===== src/rtl/button_press_classifier.sv =====
// ---------------------------------------------------------------------------
// button_press_classifier
//   Turns the debounced button level into single-cycle event pulses:
//   Press, Release, Short, LongPress and auto-Repeat. Held is a level that is
//   high while a press is in progress. All outputs are registered, so each
//   pulse appears in the cycle after the edge that makes the decision.
// ---------------------------------------------------------------------------
module button_press_classifier #(
    parameter int   LONG_CYCLES   = 1000,
    parameter int   REPEAT_CYCLES = 200,
    parameter logic REPEAT_EN     = 1'b1,
    parameter int   CNT_W         = 16
) (
    input  logic Clk,
    input  logic Rst,
    input  logic In,
    output logic Press,
    output logic Release,
    output logic Short,
    output logic LongPress,
    output logic Repeat,
    output logic Held
);

    typedef enum logic [1:0] {
        ST_IDLE    = 2'd0,
        ST_PRESSED = 2'd1,
        ST_LONG    = 2'd2
    } state_t;

    // Terminal count values: the threshold fires on the edge where Count
    // already holds N-1 and In is still high.
    localparam logic [CNT_W-1:0] LONG_LAST_C   = CNT_W'(LONG_CYCLES - 1);
    localparam logic [CNT_W-1:0] REPEAT_LAST_C = CNT_W'(REPEAT_CYCLES - 1);
    localparam logic [CNT_W-1:0] CNT_ZERO_C    = {CNT_W{1'b0}};
    localparam logic [CNT_W-1:0] CNT_ONE_C     = {{(CNT_W-1){1'b0}}, 1'b1};

    state_t           state_r;
    state_t           state_s;
    logic [CNT_W-1:0] count_r;
    logic [CNT_W-1:0] count_s;
    logic             prev_r;

    logic press_s;
    logic release_s;
    logic short_s;
    logic long_s;
    logic repeat_s;
    logic held_s;

    logic press_r;
    logic release_r;
    logic short_r;
    logic long_r;
    logic repeat_r;
    logic held_r;

    // Next-state, next-count and next-output decode for the press FSM.
    always_comb begin
        state_s   = state_r;
        count_s   = count_r;
        press_s   = 1'b0;
        release_s = 1'b0;
        short_s   = 1'b0;
        long_s    = 1'b0;
        repeat_s  = 1'b0;
        held_s    = 1'b0;

        case (state_r)
            ST_IDLE: begin
                // Rising edge only: a level held through reset (Prev=1) is ignored.
                if (In && !prev_r) begin
                    press_s = 1'b1;
                    state_s = ST_PRESSED;
                    count_s = CNT_ONE_C;
                end else begin
                    count_s = CNT_ZERO_C;
                end
            end

            ST_PRESSED: begin
                // Release is checked first so it wins over the long threshold.
                if (!In) begin
                    release_s = 1'b1;
                    short_s   = 1'b1;
                    state_s   = ST_IDLE;
                    count_s   = CNT_ZERO_C;
                end else if (count_r == LONG_LAST_C) begin
                    long_s  = 1'b1;
                    state_s = ST_LONG;
                    count_s = CNT_ZERO_C;
                end else begin
                    count_s = count_r + CNT_ONE_C;
                end
            end

            ST_LONG: begin
                // Release again has priority over the repeat threshold.
                if (!In) begin
                    release_s = 1'b1;
                    state_s   = ST_IDLE;
                    count_s   = CNT_ZERO_C;
                end else if (count_r == REPEAT_LAST_C) begin
                    repeat_s = REPEAT_EN;
                    count_s  = CNT_ZERO_C;
                end else begin
                    count_s = count_r + CNT_ONE_C;
                end
            end

            default: begin
                state_s = ST_IDLE;
                count_s = CNT_ZERO_C;
            end
        endcase

        held_s = (state_s != ST_IDLE);
    end

    // State, counter, previous-level and output registers with synchronous reset.
    always_ff @(posedge Clk) begin
        if (Rst) begin
            state_r   <= ST_IDLE;
            count_r   <= CNT_ZERO_C;
            prev_r    <= 1'b1;
            press_r   <= 1'b0;
            release_r <= 1'b0;
            short_r   <= 1'b0;
            long_r    <= 1'b0;
            repeat_r  <= 1'b0;
            held_r    <= 1'b0;
        end else begin
            state_r   <= state_s;
            count_r   <= count_s;
            prev_r    <= In;
            press_r   <= press_s;
            release_r <= release_s;
            short_r   <= short_s;
            long_r    <= long_s;
            repeat_r  <= repeat_s;
            held_r    <= held_s;
        end
    end

    assign Press     = press_r;
    assign Release   = release_r;
    assign Short     = short_r;
    assign LongPress = long_r;
    assign Repeat    = repeat_r;
    assign Held      = held_r;

endmodule


===== config.mk =====
export PLATFORM = sky130hd
export DESIGN_NAME = button_press_classifier
export DESIGN_NICKNAME = d
export VERILOG_FILES = /design/src/rtl/button_press_classifier.sv
export SDC_FILE = /design/constraint.sdc
export NUM_CORES = 1
export LEC_CHECK = 0
export BUFFER_PORTS_ARGS = -buffer_cell sky130_fd_sc_hd__buf_2
export CORE_UTILIZATION = 61
export DETAILED_ROUTE_END_ITERATION = 12
export PLACE_DENSITY = 0.91
export SLEW_MARGIN = 20
export SYNTH_ARGS = -nofsm -noshare
export SYNTH_HDL_FRONTEND = slang
export SYNTH_SLANG_ARGS = --single-unit

===== constraint.sdc =====
create_clock -name Clk -period 4.2 [get_ports Clk]
set_clock_uncertainty 0.15 [all_clocks]
set_input_delay 0 -clock Clk [delete_from_list [all_inputs] [get_ports Clk]]
set_output_delay 0 -clock Clk [all_outputs]
set_load 0.02 [all_outputs]

* Word-level counts from Yosys, hierarchy flattened
Cells that the tools add are included.
Storage, ports and cells: flip-flop bits (word level) 25, input port bits 3, output and inout port bits 6, logic and storage cells 44
Operators by class: add/sub/neg operators 1, equal/unequal tests 4, mux-type cells 15, bitwise gates (word level) 5, reduce and logical (&&, ||, !) cells 10
Operators by type and width (number):
- $mux 16 | 4
- $pmux 16 s3 | 1
- $add 16x1->16 const B | 1
- $eq 16x10->1 const B | 1
- $eq 16x8->1 const B | 1
- $mux 2 | 4
- $reduce_or 2->1 | 4
- $pmux 2 s3 | 1
- $reduce_or 3->1 | 2
- $mux 1 | 5
- $not 1->1 | 5
- $eq 2x1->1 const B | 1
- $eq 2x2->1 const B | 1
- $logic_not 2->1 | 1
- $reduce_bool 2->1 | 1
- $logic_and 1x1->1 | 1
- $logic_not 1->1 | 1

* Longest topological paths before layout
depth after elaboration 5, gate-level depth with buffers 7, mapped depth without buffers 6

* Worst setup path after synthesis
Ideal clock, no wire load.
kind register -> register, start register count_r[5], end register count_r[15], setup time 115 ps, data arrival time 1836 ps, required time 3935 ps, setup slack 2099 ps, stages on the path, launching flop included 6, cells stage by stage dfxtp_1 > or4b_2 > or4_4 > a2bb2oi_4 > buf_6 > nor2_1
Between the ends: cells in the longest elaborated chain, start to end 4
Ends and longest elaborated chain:
- start, declared | RTL line 40 | logic [CNT_W-1:0] count_r;
- start signal, assigned | RTL line 134 | count_r <= count_s;
- $add 16x1->16 (tied with other cells) | RTL line 93, 107
- $mux 16 (on tied branches) | RTL line 103, 88
- $mux 16 (on tied branches) | RTL line 99, 83
- $pmux 16 s3 * | RTL line 69 | case (state_r)
Mark *: on every way between the ends. The rest lies on a longest branch, timed or not. A chain may end at the register's enable or synchronous reset.

* Final worst setup path
start register count_r[7], end register count_r[9]
Same word-level chain as after synthesis.

==> impl_metrics.yaml <==
outcome:
  status: "finished clean"
layout:
  instances_no_fill: 165
  diodes: 0
  mostFrequentLayoutCell: "dfxtp_1"
  multi_input_area_sq_um: 626
  drive_gt1_frac: 0.150
  final_cell_mix: "dfxtp_1 (25), nor2_1 (20), buf_2 (8)"
  final_area_sq_mm: 0.00128
  ff_latch_area_sq_um: 500
  nFillCells: 146
  area_delta_synth_final_pct: 9.27
  nets: 149
route:
  viasPerCell: 5.93
  drtIter0Drc: 16
  wl_um: 2140
  drtAntennaViolNets: 0
  drt-wirelength-per-cell_um: 13.0
  drc: 0
  firstDrtPassIters: 4
  num_vias: 978
synth:
  synth_flop_cell: "dfxtp_1"
  async_flop_share: 0
  synth_area_per_cell_sq_um: 9.11
  yosysWarnings: 0
  yosysSeqAreaShare: 0.426
  synth_edf_count: 0
  ys_seq_elements: 25
  synthesis.nets: 137
  synth_area_sq_mm: 0.00117
  synthCells: 129
  synth_cell_types: 32
flow_run:
  cap_viol_max_count: 0
critical_path:
  start_kind: "flop"
  crit_fanout: 15
  endpoint_kind: "flop"
  crit_type: "flop to flop"
  cp_slowest_cell: "nor4_2"
  crit_arrival_ns: 2.40
  crit_chain: "or4b_1, nor4_2, a2bb2oi_4, nor2_1"
  crit_required_ns: 4.27
  slowest_delay_ns: 0.60
clocking:
  cts_buffers: 3
  clk_path_buf_depth: 2
  post-cts-setup-buffer-count: 0
  clk_latency_ns: 0.33
  cts_resized: 0
  numClockSinks: 25
  cts_tree: "yes"
  htree_levels: 1
  path_clk_slew_ns: 0.14
  cts_root_buffer: "clkbuf_4"
floorplanning:
  dieArea_sq_mm: 0.00211
  dieHeight_um: 45.9
  core_sq_mm: 0.00176
  start_util: 0.666
  ioPinCount: 9
  die_w_um: 45.9
  rows: 15
global_routing:
  grt_pass1_wl_um: 3680
  gr-total-overflow: 0
  track_usage: 0.241
  antenna_found_initial: 0
  grt_pass1_vias: 917
  grt_max_degree: 16
sta:
  setup_viol_count_final: 0
  setup_tns_ns: 0
  finalHoldViolations: 0
  rsz0062_at_grt: "false"
  timing.fmax_ghz: 0.430
  tightest_slew_ns: 0.604
  fin_crit_sh: 0.554
  setup_ws_ns: 1.87
  min_period_ns: 2.33
  slew_headroom: 0.594
  slew_violations: 0
power:
  power_density_mw_per_mm2: 287
  p_total_uw: 369
  power_leakage_nw: 0.424
  vdd_drop_max_v: 0.000276
placement:
  pre_cts_ws_ns: 1.91
  io_buffers: 8
  gp_congestion: 0.861
  dp_cells: 158
  place_area_sq_mm: 0.00122
  dp_hpwl_um: 1570
min_path:
  hp-class: "input port to flop"
## synthesized netlist by cell type, drive strengths merged, types with 4 or more instances
master | instances | area, sq um
ha | 5 | 62.6
xnor2 | 7 | 61.3
or4 | 4 | 37.5
xor2 | 5 | 43.8
nor2 | 20 | 75.1
dfxtp | 25 | 500
nand2 | 6 | 22.5
nand4 | 7 | 43.8
inv | 7 | 26.3
a21oi | 4 | 20.0
nand3 | 7 | 35.0
## logic make-up after synthesis
family          count (synthesis)  share of synthesized area
xor+xnor                       12                     0.0895
buf+inv                        11                     0.0415
fa+ha+maj                       5                     0.0532
simple gates                   61                      0.290
flops                          25                      0.426
compound gates                 15                      0.100
## area by class of cell
cell class              instances  area share
flip-flops and latches         25       0.390
well taps                      25      0.0244
repair buffers                 11      0.0546
inverters                       7      0.0205
clock inverters                 1     0.00585
multi-input cells              93       0.487
clock buffers                   3      0.0175
## per-stage QoR
step | utilization | hold WS [ns]
final | 0.728 | 0.284
after global routing | 0.728 | 0.293
after CTS | 0.728 | 0.285
after detailed placement | 0.694 | 0.0863
after global placement | 0.694 | 0.0769
after floorplan | - | -0.0776
## metal layers
metal	track usage	vias to the layer above	wire length [um]	share of wire
met5	0	-	0	0
met4	0.106	0	46	0.022
met3	0.0357	4	73	0.034
met2	0.423	30	1100	0.51
met1	0.286	468	923	0.43
li1	-	476	-	-
## path summary, 6_finish.rpt
check                    from           to  slack (ns)  cells after the start
setup / recovery   count_r[7]   count_r[9]        1.87                      4
hold / removal            Rst    LongPress        0.28                      3
setup reg to reg   count_r[7]   count_r[9]        1.87                      4
hold reg to reg   count_r[14]  count_r[14]        0.38                      2
## power by group
group / switching [mW] / internal [mW] / total, mW
logic: 0.0101 / 0.00762 / 0.0178
clock network: 0.0732 / 0.0365 / 0.110
registers: 0.00163 / 0.240 / 0.241
total: 0.0850 / 0.284 / 0.369
## timing repair
action,4_1_cts,5_1_grt
hold endpoints to repair,10,0
hold buffers,3,0
setup endpoints to repair,0,0
## critical path, delay by kind of cell (launching register included)
kind / cells / cell delay (ns)
flops: 1 / 0.47
compound gates: 1 / 0.39
simple gates: 3 / 1.20
## flip-flops by register name, summed over array words and instances (netlist names)
register / count
count_r: 16
state_r: 2
Held: 1
LongPress: 1
Press: 1
Release: 1
Repeat: 1
Short: 1
prev_r: 1
Power figures use the tool's default switching activity.
